### src/rtl/dmem_loader.sv
// dmem_loader: owns the single access port of the 256x8 data memory.
// In IDLE the processor's load/store signals pass straight through to memory.
// A start pulse stalls the processor and streams bytes (valid/ready) into
// consecutive addresses from base_addr, wrapping modulo 2**AW.
// Optional feature macro: DMEM_LOADER_VERIFY_EN adds a one-cycle readback
// check after every written byte and drives a sticky error flag.
module dmem_loader #(
  parameter int AW   = 8,
  parameter int DW   = 8,
  parameter int LENW = 9
) (
  input  logic            clk,
  input  logic            reset,
  input  logic            start,
  input  logic [AW-1:0]   base_addr,
  input  logic [LENW-1:0] length,
  input  logic            in_valid,
  input  logic [DW-1:0]   in_data,
  output logic            in_ready,
  input  logic [AW-1:0]   cpu_addr,
  input  logic            cpu_read,
  input  logic            cpu_write,
  input  logic [DW-1:0]   cpu_wdata,
  output logic [AW-1:0]   mem_addr,
  output logic            mem_read,
  output logic            mem_write,
  output logic [DW-1:0]   mem_wdata,
  input  logic [DW-1:0]   mem_rdata,
  output logic            stall,
  output logic            busy,
  output logic            done,
  output logic            error
);

  typedef enum logic [1:0] {
    S_IDLE   = 2'd0,
    S_LOAD   = 2'd1,
    S_VERIFY = 2'd2,
    S_DONE   = 2'd3
  } state_t;

  // Largest transfer: one full pass over the memory.
  localparam logic [LENW-1:0] MAX_LEN = LENW'(2**AW);

  state_t          state_q, state_d;
  logic [AW-1:0]   ptr_q, ptr_d;
  logic [LENW-1:0] rem_q, rem_d;
  logic            hs;

  // A byte is taken only when the loader is ready (ready already gated by reset).
  assign hs = in_valid & in_ready;

`ifdef DMEM_LOADER_VERIFY_EN
  logic          error_q, error_d;
  logic [DW-1:0] vbyte_q, vbyte_d;

  // Sticky readback mismatch flag and the byte awaiting its readback check.
  always_comb begin
    error_d = error_q;
    vbyte_d = vbyte_q;
    if (state_q == S_LOAD && hs) vbyte_d = in_data;
    if (state_q == S_VERIFY && mem_rdata != vbyte_q) error_d = 1'b1;
  end

  // Control flag is reset; the captured data byte is not.
  always_ff @(posedge clk) begin
    if (reset) error_q <= 1'b0;
    else       error_q <= error_d;
    vbyte_q <= vbyte_d;
  end

  assign error = error_q;
`else
  logic unused_rdata;
  assign unused_rdata = ^mem_rdata;
  assign error        = 1'b0;
`endif

  // State, write pointer and remaining-count registers.
  always_ff @(posedge clk) begin
    if (reset) begin
      state_q <= S_IDLE;
      ptr_q   <= '0;
      rem_q   <= '0;
    end else begin
      state_q <= state_d;
      ptr_q   <= ptr_d;
      rem_q   <= rem_d;
    end
  end

  // Next-state logic; start is honoured only in IDLE.
  always_comb begin
    state_d = state_q;
    case (state_q)
      S_IDLE: begin
        if (start) state_d = (length == '0) ? S_DONE : S_LOAD;
      end
      S_LOAD: begin
        if (hs) begin
`ifdef DMEM_LOADER_VERIFY_EN
          state_d = S_VERIFY;
`else
          if (rem_q == LENW'(1)) state_d = S_DONE;
`endif
        end
      end
`ifdef DMEM_LOADER_VERIFY_EN
      // rem_q was already decremented by the write that preceded this check.
      S_VERIFY: state_d = (rem_q == '0) ? S_DONE : S_LOAD;
`endif
      S_DONE:  state_d = S_IDLE;
      default: state_d = S_IDLE;
    endcase
  end

  // Pointer/count updates: load on start, advance on every accepted byte.
  always_comb begin
    ptr_d = ptr_q;
    rem_d = rem_q;
    if (state_q == S_IDLE && start && length != '0) begin
      ptr_d = base_addr;
      rem_d = (length > MAX_LEN) ? MAX_LEN : length;
    end else if (state_q == S_LOAD && hs) begin
      ptr_d = ptr_q + 1'b1;
      rem_d = rem_q - 1'b1;
    end
  end

  // Output decode: memory port mux, handshake ready and status flags.
  always_comb begin
    mem_addr  = cpu_addr;
    mem_read  = cpu_read;
    mem_write = cpu_write;
    mem_wdata = cpu_wdata;
    in_ready  = 1'b0;
    stall     = 1'b0;
    busy      = 1'b0;
    done      = 1'b0;
    case (state_q)
      S_IDLE: begin
      end
      S_LOAD: begin
        stall     = 1'b1;
        busy      = 1'b1;
        in_ready  = 1'b1;
        mem_addr  = ptr_q;
        mem_read  = 1'b0;
        mem_write = in_valid;
        mem_wdata = in_data;
      end
`ifdef DMEM_LOADER_VERIFY_EN
      S_VERIFY: begin
        stall     = 1'b1;
        busy      = 1'b1;
        mem_addr  = ptr_q - 1'b1;
        mem_read  = 1'b1;
        mem_write = 1'b0;
        mem_wdata = vbyte_q;
      end
`endif
      S_DONE: begin
        stall     = 1'b1;
        done      = 1'b1;
        mem_read  = 1'b0;
        mem_write = 1'b0;
      end
      default: begin
      end
    endcase
    // Reset forces the memory port and handshake quiet regardless of state.
    if (reset) begin
      in_ready  = 1'b0;
      stall     = 1'b0;
      busy      = 1'b0;
      done      = 1'b0;
      mem_read  = 1'b0;
      mem_write = 1'b0;
    end
  end

endmodule

### config.mk
export PLATFORM = sky130hd
export DESIGN_NAME = dmem_loader
export DESIGN_NICKNAME = d
export VERILOG_FILES = /design/src/rtl/dmem_loader.sv
export SDC_FILE = /design/constraint.sdc
export NUM_CORES = 1
export LEC_CHECK = 0
export CORE_ASPECT_RATIO = 0.8
export CORE_UTILIZATION = 43
export DETAILED_ROUTE_END_ITERATION = 10
export HOLD_SLACK_MARGIN = 0.12
export PLACE_DENSITY_LB_ADDON = 0.3
export SYNTH_ARGS = -nofsm -noshare
export SYNTH_HDL_FRONTEND = slang
export SYNTH_SLANG_ARGS = --single-unit
### constraint.sdc
create_clock -name clk -period 4.9 [get_ports clk]
set_input_delay 1.47 -clock clk [delete_from_list [all_inputs] [get_ports clk]]
set_output_delay 1.47 -clock clk [all_outputs]
set_load 0.05 [all_outputs]
# Yosys cells after proc, flatten, opt, wreduce, memory -nomap -nowiden

Index checks and enable logic that the tools add are counted.

Register bits after elaboration: 19
Input port bits: 55
Output and inout bits: 23
Word-level logic and storage cells: 44

Add/subtract/negate cells: 2
Order comparisons: 1
Equality and inequality tests: 6
Mux-type cells: 22
Bitwise logic cells: 1
Reduce and logical (&&, ||, !) cells: 9

Operators with widths:

| operator                                             | number |
|---|---|
| 2-to-1 mux 8 bit                                     | 4 |
| 2-to-1 mux 9 bit                                     | 3 |
| == test 9 x 1 -> 1 bit, second input constant        | 1 |
| greater-than comparator 9 bit, second input constant | 1 |
| zero test 9 bit                                      | 1 |
| 2-to-1 mux 1 bit                                     | 9 |
| nonzero test 9 bit                                   | 1 |
| subtractor 9 x 1 -> 9 bit, second input constant     | 1 |
| adder 8 x 1 -> 8 bit, second input constant          | 1 |
| 2-to-1 mux 2 bit                                     | 4 |
| inequality test 2 bit, second input constant         | 3 |
| case mux 2 bit (2 select lines)                      | 1 |
| logical AND 1 bit                                    | 3 |
| AND reduction 3 bit                                  | 1 |
| == test 2 x 1 -> 1 bit, second input constant        | 1 |
| == test 2 bit, second input constant                 | 1 |
| zero test 2 bit                                      | 1 |
| case mux 1 bit (2 select lines)                      | 1 |
| nonzero test 2 bit                                   | 1 |
| OR reduction 2 bit                                   | 1 |
| AND 1 bit                                            | 1 |

# Longest topological paths before layout

Gate-level depths: netlist of run 1.

Word-level depth: 7
Gate-level depth with buffers: 7
Gate-level depth less buffers: 6

# Worst setup path before layout of run 1

Ideal clock, no wire load.

Kind: input -> output
From: input port reset
To: output port in_ready
Arrival time: 3.389 ns
Data required time: 3.430 ns
Path slack: 0.041 ns
Cell stages on the path: 3
Buffers on the path: 1
Cells stage by stage: nor2b_1 > nor2b_1 > buf_4

Word-level cells in the longest chain between the ends: 1

RTL lines:

| element          | RTL line | source |
|---|---|---|
| from (decl)      | 13       | `input logic reset,` |
| 2-to-1 mux 1 bit | n/a      |  |
| to (decl)        | 19       | `output logic in_ready,` |

No other way between the ends.

# Worst setup path in the final report of run 1

From: input port cpu_addr[6]
To: output port mem_addr[6]

Word-level cells in the longest chain between the ends: 1

RTL lines:

| element          | RTL line | source |
|---|---|---|
| from (decl)      | 20       | `input logic [AW-1:0] cpu_addr,` |
| 2-to-1 mux 8 bit | 140      | `case (state_q)` |
| to (decl)        | 24       | `output logic [AW-1:0] mem_addr,` |

No other way between the ends.

==> results of run 1 <==
==> critical path: stages <==
cell and delay (ns):
sky130_fd_sc_hd__clkdlybuf4s50_1 0.45, sky130_fd_sc_hd__nand2_1 0.04, sky130_fd_sc_hd__o21ai_0 0.08, sky130_fd_sc_hd__clkdlybuf4s50_1 0.83
==> kinds of logic after synthesis <==
logic type | after synthesis
adders and majority gates | 3
DFF | 19
AOI/OAI and AO/OA | 47
and+or+nand+nor | 111
xor gates and xnor gates | 5
muxes | 3
buffers and inverters | 20
other | 1
==> sequential cells by signal (all words and copies together), names as in the netlist <==
name and cells:
rem_q 9, ptr_q 8, state_q 2
==> worst paths after layout <==
| check | startpoint | end | slack (ns) |
|---|---|---|---|
| min reg2reg | rem_q[4] | rem_q[4] | 0.52 |
| max | cpu_addr[6] | mem_addr[6] | 0.55 |
| max reg2reg | rem_q[2] | rem_q[8] | 3.12 |
| min | rem_q[4] | rem_q[4] | 0.52 |
==> metal layers <==
metal | up-vias | GRT usage [%] | part of all wire (%) | wire length (um)
met3 | 4 | 4.58 | 7.6 | 308
met1 | 760 | 31.9 | 49 | 2000
met2 | 66 | 36.1 | 43 | 1750
met5 | - | 0 | 0 | 0
li1 | 863 | - | - | -
met4 | 0 | 5.21 | 0.39 | 16
==> cell type report <==
cell class                 count  share of cell area [%]
clock buffer                   3                    1.80
clock inverter                 1                   0.219
inverter                       5                   0.820
multi-input combinational    170                    44.7
sequential                    19                    16.6
tap                           40                    2.19
timing repair buffer          72                    33.7
==> through the flow <==
step	power (mW)	instance area, um^2	worst slack (ns)	hold slack (ns)
after detailed placement	0.419	2240	0.552	0.510
after floorplan	0.325	1490	0.0409	0.478
final	0.529	2290	0.553	0.519
after global routing	0.556	2290	0.485	0.552
after global placement	0.415	2240	0.552	0.504
after CTS	0.529	2290	0.549	0.522
==> Yosys cell counts, types with 2 or more instances <==
| master | n |
|---|---|
| sky130_fd_sc_hd__nor2b_1 | 3 |
| sky130_fd_sc_hd__nand2_1 | 55 |
| sky130_fd_sc_hd__buf_2 | 4 |
| sky130_fd_sc_hd__a21oi_1 | 16 |
| sky130_fd_sc_hd__o21a_1 | 2 |
| sky130_fd_sc_hd__nand3_1 | 15 |
| sky130_fd_sc_hd__nor3b_1 | 2 |
| sky130_fd_sc_hd__and2_1 | 2 |
| sky130_fd_sc_hd__clkbuf_1 | 8 |
| sky130_fd_sc_hd__a22oi_1 | 5 |
| sky130_fd_sc_hd__xnor2_1 | 2 |
| sky130_fd_sc_hd__o21ai_0 | 3 |
| sky130_fd_sc_hd__a21o_1 | 2 |
| sky130_fd_sc_hd__nand2b_1 | 2 |
| sky130_fd_sc_hd__nor4_2 | 2 |
| sky130_fd_sc_hd__nor2_1 | 8 |
| sky130_fd_sc_hd__a21boi_0 | 2 |
| sky130_fd_sc_hd__nor3_1 | 11 |
| sky130_fd_sc_hd__ha_1 | 3 |
| sky130_fd_sc_hd__xor2_1 | 3 |
| sky130_fd_sc_hd__buf_4 | 2 |
| sky130_fd_sc_hd__inv_1 | 5 |
| sky130_fd_sc_hd__dfxtp_1 | 19 |
| sky130_fd_sc_hd__a31oi_1 | 7 |
| sky130_fd_sc_hd__nor4_4 | 2 |
==> cells in the final DEF, fill, tap and decap left out, drive strengths merged, types with 2 or more instances in the layout <==
cell and count:
clkdlybuf4s50 62, nand2 55, dfxtp 19, a21oi 16, nand3 15, nor3 12
buf 10, nor2 8, a31oi 8, inv 5, a22oi 5, nor4 5
o21ai 4, nor2b 3, xor2 3, ha 3, clkbuf 3, and2 2
a21o 2, nor3b 2, nand2b 2, a21boi 2, o21a 2, xnor2 2
mux2 2
==> power groups by stage <==
stage / clock network (mW) / logic (mW) / registers (mW)
2_1_floorplan: 0 / 0.144 / 0.181
3_5_place_dp: 0 / 0.233 / 0.185
5_1_grt: 0.119 / 0.252 / 0.184
6_report: 0.113 / 0.234 / 0.182
4_1_cts: 0.113 / 0.234 / 0.182
3_3_place_gp: 0 / 0.230 / 0.185
==> results, run 1 <==
- The element type at the critical path end is an output port.
- The adder-cell area share of the yosys netlist is under 10%.
- The area growth from synthesis to layout is 53.4%.
- The detailed router finished its first iteration with 67 violations.
- The pin slew with the least headroom to its limit is around 0.69 ns.
- After technology mapping, the gate count stands at around 210.
- The via count of the first global-routing pass is roughly 1400.
- The post-placement cell count is 306.
- The most common flop cell mapped by yosys is sky130_fd_sc_hd__dfxtp_1.
- The number of I/O pins is between 70 and 80.
- The area fraction of the dominant cell type after synthesis is 25.5%.
- The worst-case vdd ir drop is between 0.15 and 0.2 mV.
- The number of cell rows is 18.
- Summing the areas of all xor and xnor instances in the mapped netlist gives about 2.9% of the synthesized area.
- The congestion estimate from routability-driven global placement came to about 0.86.
- The critical path is of the input pin to output port type.
- Adding up every negative setup slack in the final design gives 0 ns.
- Global routing finished with a remaining overflow of 0.
- The worst hold path stage count is 2.
- The clock network accounts for roughly a fifth of the total power.
- The path class of the tightest hold or removal check is flip-flop to flip-flop.
- The total global routing track utilization is 22.9%.
- The sequential-to-total area share from yosys stat is 25.5%.
- In this run the power density over the cells is approximately 230 nW/um^2.
- In this run, the combinational gates consume between 40 and 50% of the power.
- The post-cts gate resize count is 0.
- The via count is 1693.
- Per report_power, the sequential group accounts for 34.4% of the total.
- The number of H-tree branching levels is 1.
- In the synthesized netlist the async set-or-reset flop fraction comes to 0%.
- Static timing analysis puts the maximum clock frequency at ~230 MHz.
- The count of endpoints failing hold in the final timing report is 0.
- Counting the fill cells in the layout gives 260.
- The post-synth design cell area is ~1500 um^2.
- The analysis attributes to cell leakage a power of between 0.8 and 0.9 nW.
- After detailed routing, the number of remaining DRC violations is 0.
- The clock tree from TritonCTS is yes.
- The routed design has around 4100 um of wire.
- The number of antenna cells inserted is 0.
- The fraction of layout cells with a size suffix above 1 is a little under a tenth.
- The number of buffers added by the clock tree synthesis step is 3.
- The compound-gate portion of the synthesized area is 21.8%.
- The total of warnings raised by yosys is 0.
- The synthesized area per cell is between 7 and 8 um^2.
- After Yosys synthesis, and, or, nand and nor cells account for between 30 and 40% of the synthesized area.
- The core area is about 3200 um^2.
- The number of routed nets with antenna violations is 0.
- The worst setup path is launched from an input pin.
- The run finished with clean final reports.
- The final critical delay including setup and external delays is ~4.3 ns.
- The count of max-cap constraint violations is 0.
- Net switching is a little under two fifths of the power.
- The wire length of the first global-routing pass is around 6400 um.
- The core occupancy in the finished layout is between 70% and 80%.
- After clock tree synthesis, the clock-pin slew on the worst setup and hold paths is around 0.070 ns.
- The wire length per cell after detailed routing is roughly 13 um.
- The internal portion of the total power is roughly 0.33 mW.
- The die is about 55 um tall.
- The largest net degree at the start of global routing is 24.
- The number of antenna violations at the first check in global routing is 0.
- Data arrives at the worst endpoint at 2.88 ns.
- Of the available clock period, the critical path in the final layout requires around nine tenths.
- Along the worst path, the maximum fanout reaches 1.
- Counting distinct cell types in the post-synthesis netlist gives between 40 and 50.
- For this design the total switching power over the nets is about 0.2 mW.
- The initial cell density of the core is 46.6%.
- The count of buffers added on input and output ports is 68.
- Setup repair after global routing left no endpoint under its margin.
- The number of nets handed over by synthesis was about 270.
- The area used by multi-input combinational logic is between 1000 and 1500 um^2.
- The die is between 60 and 70 um wide.
- Buffers added to address setup during post-CTS repair amount to 0.
- The required arrival time at the worst endpoint is roughly 3.4 ns.
- The pre-antenna-repair detailed-routing pass consisted of 4 iterations.
- The post-DP HPWL is between 3000 and 4000 um.
- The detail-routed via count per cell is 5.46.
- Across the routed clock network, the largest skew measured is roughly 0.0013 ns.
- Hold repair after CTS inserted 0 buffers.
- The number of synthesized register bits is 19.
- The number of standard cells in the layout, taps in and fillers out is 310.
- The worst register-to-register path has a depth of 4.
- The number of sinks handled by clock tree synthesis is 19.
- In this run, synthesis inferred 0 flip-flops with an integrated enable.
- The longest clock path from root to sink contains 2 buffers.
- At the end of the flow, the number of nets in the layout was approximately 330.
- Headroom to the max-slew limit came out at between 50% and 60%.
- The source-to-sink clock delay at the later pin of the worst-skew pair is 0.26 ns.
- Setup violations remaining at the end of the flow were counted as 0.
- Sorting the synthesized cells by area gives the leading types as sky130_fd_sc_hd__dfxtp_1 26%, sky130_fd_sc_hd__nand2_1 14%, sky130_fd_sc_hd__a21oi_1 5.4%, sky130_fd_sc_hd__nand3_1 5.0%, sky130_fd_sc_hd__nor3_1 3.7%.
- The area of all sequential standard cells is approximately 380 um^2.
- The die area is between 3000 and 4000 um^2.
- The library cell with the largest summed area after synthesis is sky130_fd_sc_hd__dfxtp_1.
- The max-slew violation count came to 0.
- By area, the combinational part of the netlist is dominated by simple AND/OR/NAND/NOR gates.
- Clock tree synthesis selected as its root buffer the cell sky130_fd_sc_hd__clkbuf_8.
- The fraction of synthesized area in multiplexers is around 2.2%.
(Power assumes the default switching activity.)
==> run 2: changes to the inputs <==
CORE_UTILIZATION = 36   (was 43)
clock period = 3.7 ns   (was 4.9 ns; I/O delays follow)
==> run 2 against run 1 <==
Effect of this change:
- critical path depth grew 1
- flip-flop and latch count unchanged
- die area increased by 19%
- critical path type unchanged
- largest cell class unchanged
- highest routed layer unchanged
==> results, run 2 (synthesized netlist as in run 1, its figures left out) <==
- The total congestion overflow is 0.
- The net count reported at finish is ~330.
- The element type at the critical path end is an output port.
- The library cell used most frequently in the layout, excluding fill and tap cells, is sky130_fd_sc_hd__nand2_1.
- After detailed routing, the average wire length per cell comes to between 10 and 15 um.
- The top register by number of flip-flops is rem_q.
- For hold timing, the worst endpoint is ptr_q[1].
- The count of endpoints failing hold in the final timing report is 0.
- Timing would allow up to between 300 and 400 MHz.
- The maximum single-stage delay on the critical path is around 0.43 ns.
- The via count is 1711.
- The startpoint identified for the worst hold timing path is ptr_q[1].
- After layout, the minimum clock period comes to 3.33 ns.
- The internal power is 0.473 mW.
- The max-slew violation count is 0.
- The global placement routability congestion is around 0.85.
- The total global routing track utilization is 20.3%.
- The count of buffer and inverter cells on the critical path is 3.
- The post-DP HPWL is around 3300 um.
- The end of the worst register-to-register path is rem_q[8].
- The largest registers in the layout are rem_q (9), ptr_q (8), state_q (2).
- Dividing the final minimum period by the clock period gives between 80 and 90%.
- The normalized max-slew margin is between 50 and 60%.
- The register-to-register path setup slack is approximately 1.9 ns.
- The number of failing setup endpoints in the final timing report is 0.
- The setup TNS after final layout is 0 ns.
- 78 I/O pins were placed.
- Counting instances, the worst hold path has a depth of 2.
- The largest net degree at the start of global routing is 19.
- The post-route netlist has 16.2% of its cells at a drive strength greater than 1.
- In the global route stage, met3 resource usage came out at about 4.4%.
- The die area is 4410 um^2.
- The power density over the cells is 300 nW/um^2.
- The number of cells on the worst reg-to-reg path is 4.
- In the routed design, unresolved DRC markers number 0.
- The detail route stage leaves a number of antenna-violating nets equal to 0.
- The number of DRC violations after detailed-routing iteration 0 is 94.
- The clock network power share is around a fifth.
- The worst setup path is of the input pin to output port kind.
- The detail-routed via count per cell is 5.23.
- The setup clock skew after layout is ~0.0026 ns.
- The number of antenna cells inserted is 0.
- The source-to-sink clock delay at the later pin of the worst-skew pair is roughly 0.26 ns.
- The number of H-tree branching levels is 1.
- On the critical path, the stage with the largest delay is an instance of sky130_fd_sc_hd__clkdlybuf4s50_1.
- The largest fanout on the critical path is 10.
- Setup repair after global routing left no endpoint under its margin.
- The leakage dissipation is roughly 1 nW.
- The first global-routing pass estimated 7010 um of wire.
- The global routing stage identified its most utilized layer as met2.
- The number of buffers inserted to repair setup after CTS is 0.
- The number of buffers added by the clock tree synthesis step is 3.
- In the layout the commonest cells are 55 x sky130_fd_sc_hd__nand2_1, 46 x sky130_fd_sc_hd__clkdlybuf4s50_1, 22 x sky130_fd_sc_hd__buf_12.
- Of the total power, combinational logic draws between 40% and 50%.
- The worst setup path is launched from an input pin.
- Once the clock tree was built, the resizer swapped 0 gates to a different size.
- The routed wire length is 4300 um.
- The register with the most flip-flops in the layout has 9 of them.
- The tree built by TritonCTS fans out to 19 sinks.
- TritonCTS built the clock tree.
- The number of cell rows is 20.
- The area of all sequential standard cells is ~380 um^2.
- In this run the vertical extent of the chip is around 60 um.
- The core area is 3880 um^2.
- The multi-input combinational cells in the finished layout cover a total of 1030 um^2.
- Clock tree synthesis selected as its root buffer the cell sky130_fd_sc_hd__clkbuf_8.
- The tool flagged a number of max-cap violations equal to 0.
- The number of buffers inserted by port buffering is around 70.
- Walking the worst path, the cells encountered are clkdlybuf4s50_1 > buf_4 > nand4bb_1 > nand2_1 > buf_12.
- The most critical setup path has its startpoint at reset.
- The number of antenna violations at the first check in global routing is 0.
- The worst-case vdd ir drop is about 0.26 mV.
- The data arrival time of the worst path is between 2 and 2.5 ns.
- The clock edge transition at the registers on the reported setup and hold paths is 0.07 ns.
- Once the floorplan was initialized, standard cells occupied about two fifths of the core.
- The number of buffers between clock root and the deepest sink is 2.
- For this design, the CTS-stage hold fixing added 0 buffers.
- The first detailed-routing pass ran for 4 iterations.
- The via count of the first global-routing pass is roughly 1500.
- The met2 demand-to-capacity share in global routing is between 30% and 40%.
- In this run the power spent charging and discharging nets is 0.273 mW.
- The switching part of the total power is approximately 37%.
- Cells fill 64.1% of the core in the end.
- On the critical path the largest part of the delay comes from buffers and inverters.
- The area growth from synthesis to layout is 66.7%.
- The filler cell count in the final layout is between 300 and 400.
- At the pin with the least slew margin, the transition time is about 0.7 ns.
- Overall power consumption after layout is estimated at around 0.75 mW.
- The required arrival time at the worst endpoint is ~2.6 ns.
- The worst flop-to-flop path startpoint is rem_q[2].
- Of the total power, registers draw roughly 32%.
- The worst hold path class is flip-flop to flip-flop.
- The met1 layer usage reported by global route is 28.6%.
- The horizontal die dimension is roughly 74 um.
- The run finished with clean final reports.
[run 2: worst max path at each step]
stage,end,depth (start not counted)
3_3_place_gp,mem_write,5
3_5_place_dp,mem_write,5
4_1_cts,mem_write,5
2_1_floorplan,in_ready,3
5_1_grt,mem_write,5
6_report,mem_write,5
[run 2: power groups by stage]
stage	Combinational, mW	Sequential, mW	Clock, mW
after floorplan	0.191	0.239	0
after global placement	0.355	0.245	0
after detailed placement	0.359	0.246	0
after CTS	0.360	0.241	0.152
after global routing	0.380	0.245	0.160
final	0.358	0.242	0.147
[run 2: layout make-up]
class                           instances  share of cell area, %
Tap cell                               55                   2.77
Timing Repair Buffer                   74                   38.0
Sequential cell                        19                   15.3
Clock buffer                            4                   1.81
Inverter                                5                  0.755
Multi-Input combinational cell        170                   41.3
[run 2: stage by stage]
step	cells	worst slack, ns	area, um^2	hold WS (ns)
6_report	327	0.373	2490	0.515
5_1_grt	327	0.320	2490	0.559
4_1_cts	327	0.367	2490	0.516
3_5_place_dp	323	0.373	2440	0.505
3_3_place_gp	323	0.389	2440	0.506
2_1_floorplan	209	0.119	1500	0.478
[run 2: worst register-to-register path: stages, from the launching register on]
cell and delay [ns]:
sky130_fd_sc_hd__dfxtp_1 0.36, sky130_fd_sc_hd__or4_4 0.59, sky130_fd_sc_hd__nor4_2 0.25, sky130_fd_sc_hd__mux2_2 0.36, sky130_fd_sc_hd__nor3_1 0.16
[run 2: per-layer routing]
| metal | share of wire, % | up-vias |
|---|---|---|
| met4 | 0.53 | 0 |
| met2 | 44 | 73 |
| met3 | 8.2 | 2 |
| met1 | 48 | 770 |
| met5 | 0 | - |
| li1 | - | 866 |
==> RTL change 1: new RTL, flow settings as in run 2 <==
`DW`: 8 -> 6.
--- a/src/rtl/dmem_loader.sv
+++ b/src/rtl/dmem_loader.sv
@@ -7,5 +7,5 @@
 module dmem_loader #(
   parameter int AW   = 8,
-  parameter int DW   = 8,
+  parameter int DW   = 6,
   parameter int LENW = 9
 ) (
Ports: changed (resized cpu_wdata, in_data, mem_rdata and mem_wdata); port bits go from 78 to 70. No check against the original RTL was run, so the function may have changed too.
==> RTL change 1 against run 2 <==
Wire length fell by 5.9%; die area fell by 5.9%; synthesized area fell by 6.0%; design area fell by 7.3%; total power fell by 4.8%; sequential cell count did not move; clock skew rose by 3.2 ps; setup slack got worse by 29 ps; highest routed layer unchanged.
==> RTL change 1: results (changes against run 2) <==
| Metric | Value |
|---|---|
| Status | completed |
| Seq/Total Area, Yosys | 27.1% (+1.6 points) |
| GRT Total Usage | 19.6% (-0.73 points) |
| Max clock buf depth | 2 (unchanged) |
| Clk slew on worst S/H paths | 70 ps (about the same) |
| Initial antenna violation count | 0 (unchanged) |
| R2R depth | 6 (+2) |
| HP Class | reg2reg |
| Worst-margin pin slew | 751 ps (+35.3 ps) |
| CP max FO | 4 (-6) |
| # port buffers | 62 (-8.8%) |
| Syn nets | 222 (-17%) |
| CTS root buffer | clkbuf_8 |
| Top post-synthesis cells by area | dfxtp_1, mux2_2, nand3_1 |
| Vias in the first global route | 1,383 (-6.8%) |
| First-pass GRT wire length | 6530 um (-6.8%) |
| Cts repair resizes | 0 (unchanged) |
| Layout cells sized above 1 | 22.4% (+6.2 points) |
| Async SR Flop Fraction | 0% (unchanged) |
| WL per Instance | 15.0 um (+14%) |
| Switching part of the total | 35.1% (-1.4 points) |
| Crit path DAT | 2250 ps (+30 ps) |
| YS warnings | 0 (unchanged) |
| Ant. Diodes | 0 (unchanged) |
| Postcts setup bufs | 0 (unchanged) |
| DRT Pass-1 Iters | 4 (unchanged) |
| Most instantiated cells after synthesis | dfxtp_1, nand3_1, mux2_2, nor3_1 |
| Starting DRT DRC Count | 66 (-30%) |
| Leakage | 0.847 nW (-14%) |
| DP Wirelength | 3040 um (-6.8%) |
| Layout Skew | 5.75 ps (+3.19 ps) |
| CTS Buf Count | 3 (unchanged) |
| Clk_lat worst skew | 260 ps (about the same) |
| Regs by FF count | rem_q (9), ptr_q (8), state_q (2) |
| Worst Hold Depth | 2 (unchanged) |
| Layout Nets | 281 (-15%) |
| Vias | 1,550 (-9.4%) |
| Gpl congestion | 0.843 (-1.2%) |
| Top FF cell, synth | dfxtp_1 |
| Maximum vdd drop | 0.204 mV (-23%) |
| Pin count of the biggest net entering global routing | 21 (+2) |
| Synth unique cells | 45 (-8.2%) |
| H-tree levels | 1 (unchanged) |
-- RTL change 1: cell count changes after synthesis, sizes merged, moves of 2 or more --
cell | run 2 | this run
clkbuf | 8 | 6
mux2 | 2 | 14
o31ai | 0 | 2
a21o | 2 | 0
a31oi | 8 | 6
a21boi | 2 | 0
a21oi | 16 | 10
a221oi | 0 | 3
nand2 | 55 | 10
nand4 | 1 | 3
-- RTL change 1: through the flow --
step	cell area, um^2	worst slack (ps)	cells	util [%]
2_1_floorplan	1410	119	170	-
3_3_place_gp	2260	349	266	63.4
4_1_cts	2300	338	270	64.6
5_1_grt	2300	300	270	64.6
3_5_place_dp	2260	342	266	63.4
6_report	2300	344	270	64.6
-- RTL change 1: area by class of cell --
class                      count  area, um^2
clock buffer                   4        45.0
fill                         293        1260
inverter                       4        15.0
multi-input combinational    134         953
sequential                    19         380
tap                           42        52.6
timing repair buffer          67         858
-- RTL change 1: worst max-delay path, stage by stage --
cell and delay, ps:
clkdlybuf4s50_1 470, nor2b_2 200, nor2b_2 290, buf_12 170
-- RTL change 1: worst paths after layout --
kind | start | endpoint | slack [ps]
worst max-delay path | reset | in_ready | 340
worst min-delay path | rem_q[6]$_SDFFE_PP0P_ | rem_q[6]$_SDFFE_PP0P_ | 500
worst max register to register | rem_q[0]$_SDFFE_PP0P_ | rem_q[8]$_SDFFE_PP0P_ | 1840
worst min register to register | rem_q[6]$_SDFFE_PP0P_ | rem_q[6]$_SDFFE_PP0P_ | 500
-- RTL change 1: kinds of logic after synthesis --
logic type,count (synthesis),share of synthesized area [%]
flops,19,27.1
fa+ha+maj,3,2.68
simple gates,68,26.1
mux,15,12.0
buf+inv,17,5.62
xor+xnor,5,3.13
compound gates,42,23.1
other cells,1,0.268
-- RTL change 1: metal layers --
metal	up-vias	wire length [um]	global-route usage [%]
li1	766	-	-
met1	708	1790	27.5
met2	72	1840	30.3
met3	4	386	4.87
met4	0	34	4.48
met5	-	0	0
-- RTL change 1: power by group through the flow --
stage / Sequential [mW] / Combinational, mW / Clock [mW]
after floorplan: 0.239 / 0.174 / 0
after global placement: 0.244 / 0.319 / 0
after detailed placement: 0.245 / 0.322 / 0
after CTS: 0.240 / 0.323 / 0.153
after global routing: 0.244 / 0.341 / 0.162
final: 0.241 / 0.323 / 0.147
==> RTL change 2: new RTL, config.mk and constraints of run 2 <==
Made on the original files. Encoding of `state_t`: now one-hot (4 bits for 4 states).
--- a/src/rtl/dmem_loader.sv
+++ b/src/rtl/dmem_loader.sv
@@ -33,9 +33,9 @@
 );
 
-  typedef enum logic [1:0] {
-    S_IDLE   = 2'd0,
-    S_LOAD   = 2'd1,
-    S_VERIFY = 2'd2,
-    S_DONE   = 2'd3
+  typedef enum logic [3:0] {
+    S_IDLE   = 4'b0001,
+    S_LOAD   = 4'b0010,
+    S_VERIFY = 4'b0100,
+    S_DONE   = 4'b1000
   } state_t;
 
Check against the original RTL: no difference found for any inputs over 10 cycles, from zero or initial values and one cycle with reset high; not proved beyond that.
==> RTL change 2 against run 2 <==
Design area is 3.2% higher; setup slack worse by 150 ps; total power is 8.8% lower; synthesized area up 4.8%; synthesized cell count grew 3.8%; sequential cell count increased by 1; non-clock buffer count grew 2; count of clock-buffer cells in the layout shrank 1; wire length up 5.0%.
==> RTL change 2: results (changes against run 2) <==
| Metric | Value |
|---|---|
| Status | completed |
| Worst hold slack | 511 ps (-4.86 ps) |
| Cts repair resizes | 0 (unchanged) |
| Most instantiated cells after synthesis | nand2_1, dfxtp_1, nand3_1, a21oi_1, inv_1 |
| Vias | 1,801 (+5.3%) |
| Hold Crit Endpoint | ptr_q[7]$_SDFFE_PP0P_ |
| Max clock buf depth | 2 (unchanged) |
| Layout Skew | 8.08 ps (+5.51 ps) |
| YS warnings | 0 (unchanged) |
| Leakage | 0.991 nW (+0.96%) |
| Pin count of the biggest net entering global routing | 21 (+2) |
| DP Wirelength | 3440 um (+5.5%) |
| CTS root buffer | clkbuf_8 |
| Initial antenna violation count | 0 (unchanged) |
| Via density per instance | 5.33 (+1.8%) |
| Starting DRT DRC Count | 41 (-56%) |
| DRT Pass-1 Iters | 4 (unchanged) |
| Regs by FF count | rem_q (9), ptr_q (8), state_q (3) |
| Startpoint of the lowest-slack hold path | ptr_q[7]$_SDFFE_PP0P_ |
| Layout Nets | 341 (+3.0%) |
| Post-DP Area | 2520 um^2 (+3.4%) |
| Critical Path Source | reset |
| HP Class | reg2reg |
| R2R Path End | ptr_q[7]$_SDFFE_PP0P_ |
| Worst-margin pin slew | 586 ps (-130 ps) |
| Avg Inst Size Synth | 7.20 um^2 (+0.92%) |
| First-pass GRT wire length | 7200 um (+2.8%) |
| Top FF cell, synth | dfxtp_1 |
| Total routed wirelength | 4520 um (+5.0%) |
| Worst Hold Depth | 2 (unchanged) |
| Final period util | 93.9% (+4.0 points) |
| Clk slew on worst S/H paths | 80 ps |
| H-tree levels | 1 (unchanged) |
| Ant. Diodes | 0 (unchanged) |
| GRT Residual Overflow | 0 (unchanged) |
| Postcts setup bufs | 0 (unchanged) |
| Synth unique cells | 59 (+20%) |
| Layout cells sized above 1 | 15.7% (-0.52 points) |
| CTS Buf Count | 3 (unchanged) |
| Async SR Flop Fraction | 0% (unchanged) |
| R2r startpoint | state_q[1]$_SDFFE_PP0P_ |
| R2R depth | 5 (+1) |
| Crit path DAT | 2370 ps (+150 ps) |
| DP Worst Slack | 214 ps (-158 ps) |
| Gpl congestion | 0.894 (+4.8%) |
| Vias in the first global route | 1,534 (+3.4%) |
| GRT Total Usage | 20.4% (+0.11 points) |
| Clk_lat worst skew | 260 ps (about the same) |
| Syn nets | 275 (+3.0%) |
| Seq/Total Area, Yosys | 25.6% (+0.12 points) |
| Maximum vdd drop | 0.173 mV (-35%) |
| # port buffers | 68 (unchanged) |
| CP max FO | 6 (-4) |
| Worst R2R Setup Slack | 1580 ps (-330 ps) |
| Top post-synthesis cells by area | dfxtp_1, nand2_1, nand3_1 |
-- RTL change 2: cell types whose count changed in the layout (fill, tap and decap cells not counted), sizes merged, moves of 3 or more --
| cell | delta |
|---|---|
| or4 | +4 |
| nor4 | -3 |
| a21oi | -4 |
| o21ai | +3 |
| nor3 | -8 |
| nor2b | +3 |
| o31ai | +3 |
-- RTL change 2: cells by family after synthesis --
| logic type | synth area share (%) |
|---|---|
| AOI/OAI and AO/OA | 24.7 |
| muxes | 1.28 |
| DFF | 25.6 |
| buffers and inverters | 6.56 |
| other | 0.240 |
| adders and majority gates | 2.40 |
| xor gates and xnor gates | 2.24 |
| and+or+nand+nor | 36.9 |
-- RTL change 2: cell type report --
class                      count  area (um^2)
multi-input combinational    175         1070
fill                         382         1610
sequential                    20          400
inverter                       7         26.3
tap                           57         71.3
clock buffer                   3         41.3
timing repair buffer          76          961
-- RTL change 2: how the worst max path moves through the flow --
| stage | to |
|---|---|
| floorplan | stall |
| global placement | stall |
| detailed placement | stall |
| CTS | stall |
| global route | stall |
| finish | stall |
-- RTL change 2: per-layer routing --
layer  track usage (%)  wire [um]  vias to the layer above
met5                 0          0                        -
met4              6.08         25                        0
met3              3.82        326                        4
met2              31.4       2030                       62
met1              29.1       2130                      825
li1                  -          -                      910
-- RTL change 2: critical path: stages --
cell             delay [ps]
clkdlybuf4s50_1         520
nor2_1                  390
or2_1                   210
buf_12                  140
-- RTL change 2: power by group --
part	total (mW)	switching (mW)	internal, mW
registers	0.251	0.0213	0.230
clock network	0.144	0.0715	0.0726
logic	0.285	0.140	0.145
total	0.680	0.233	0.447
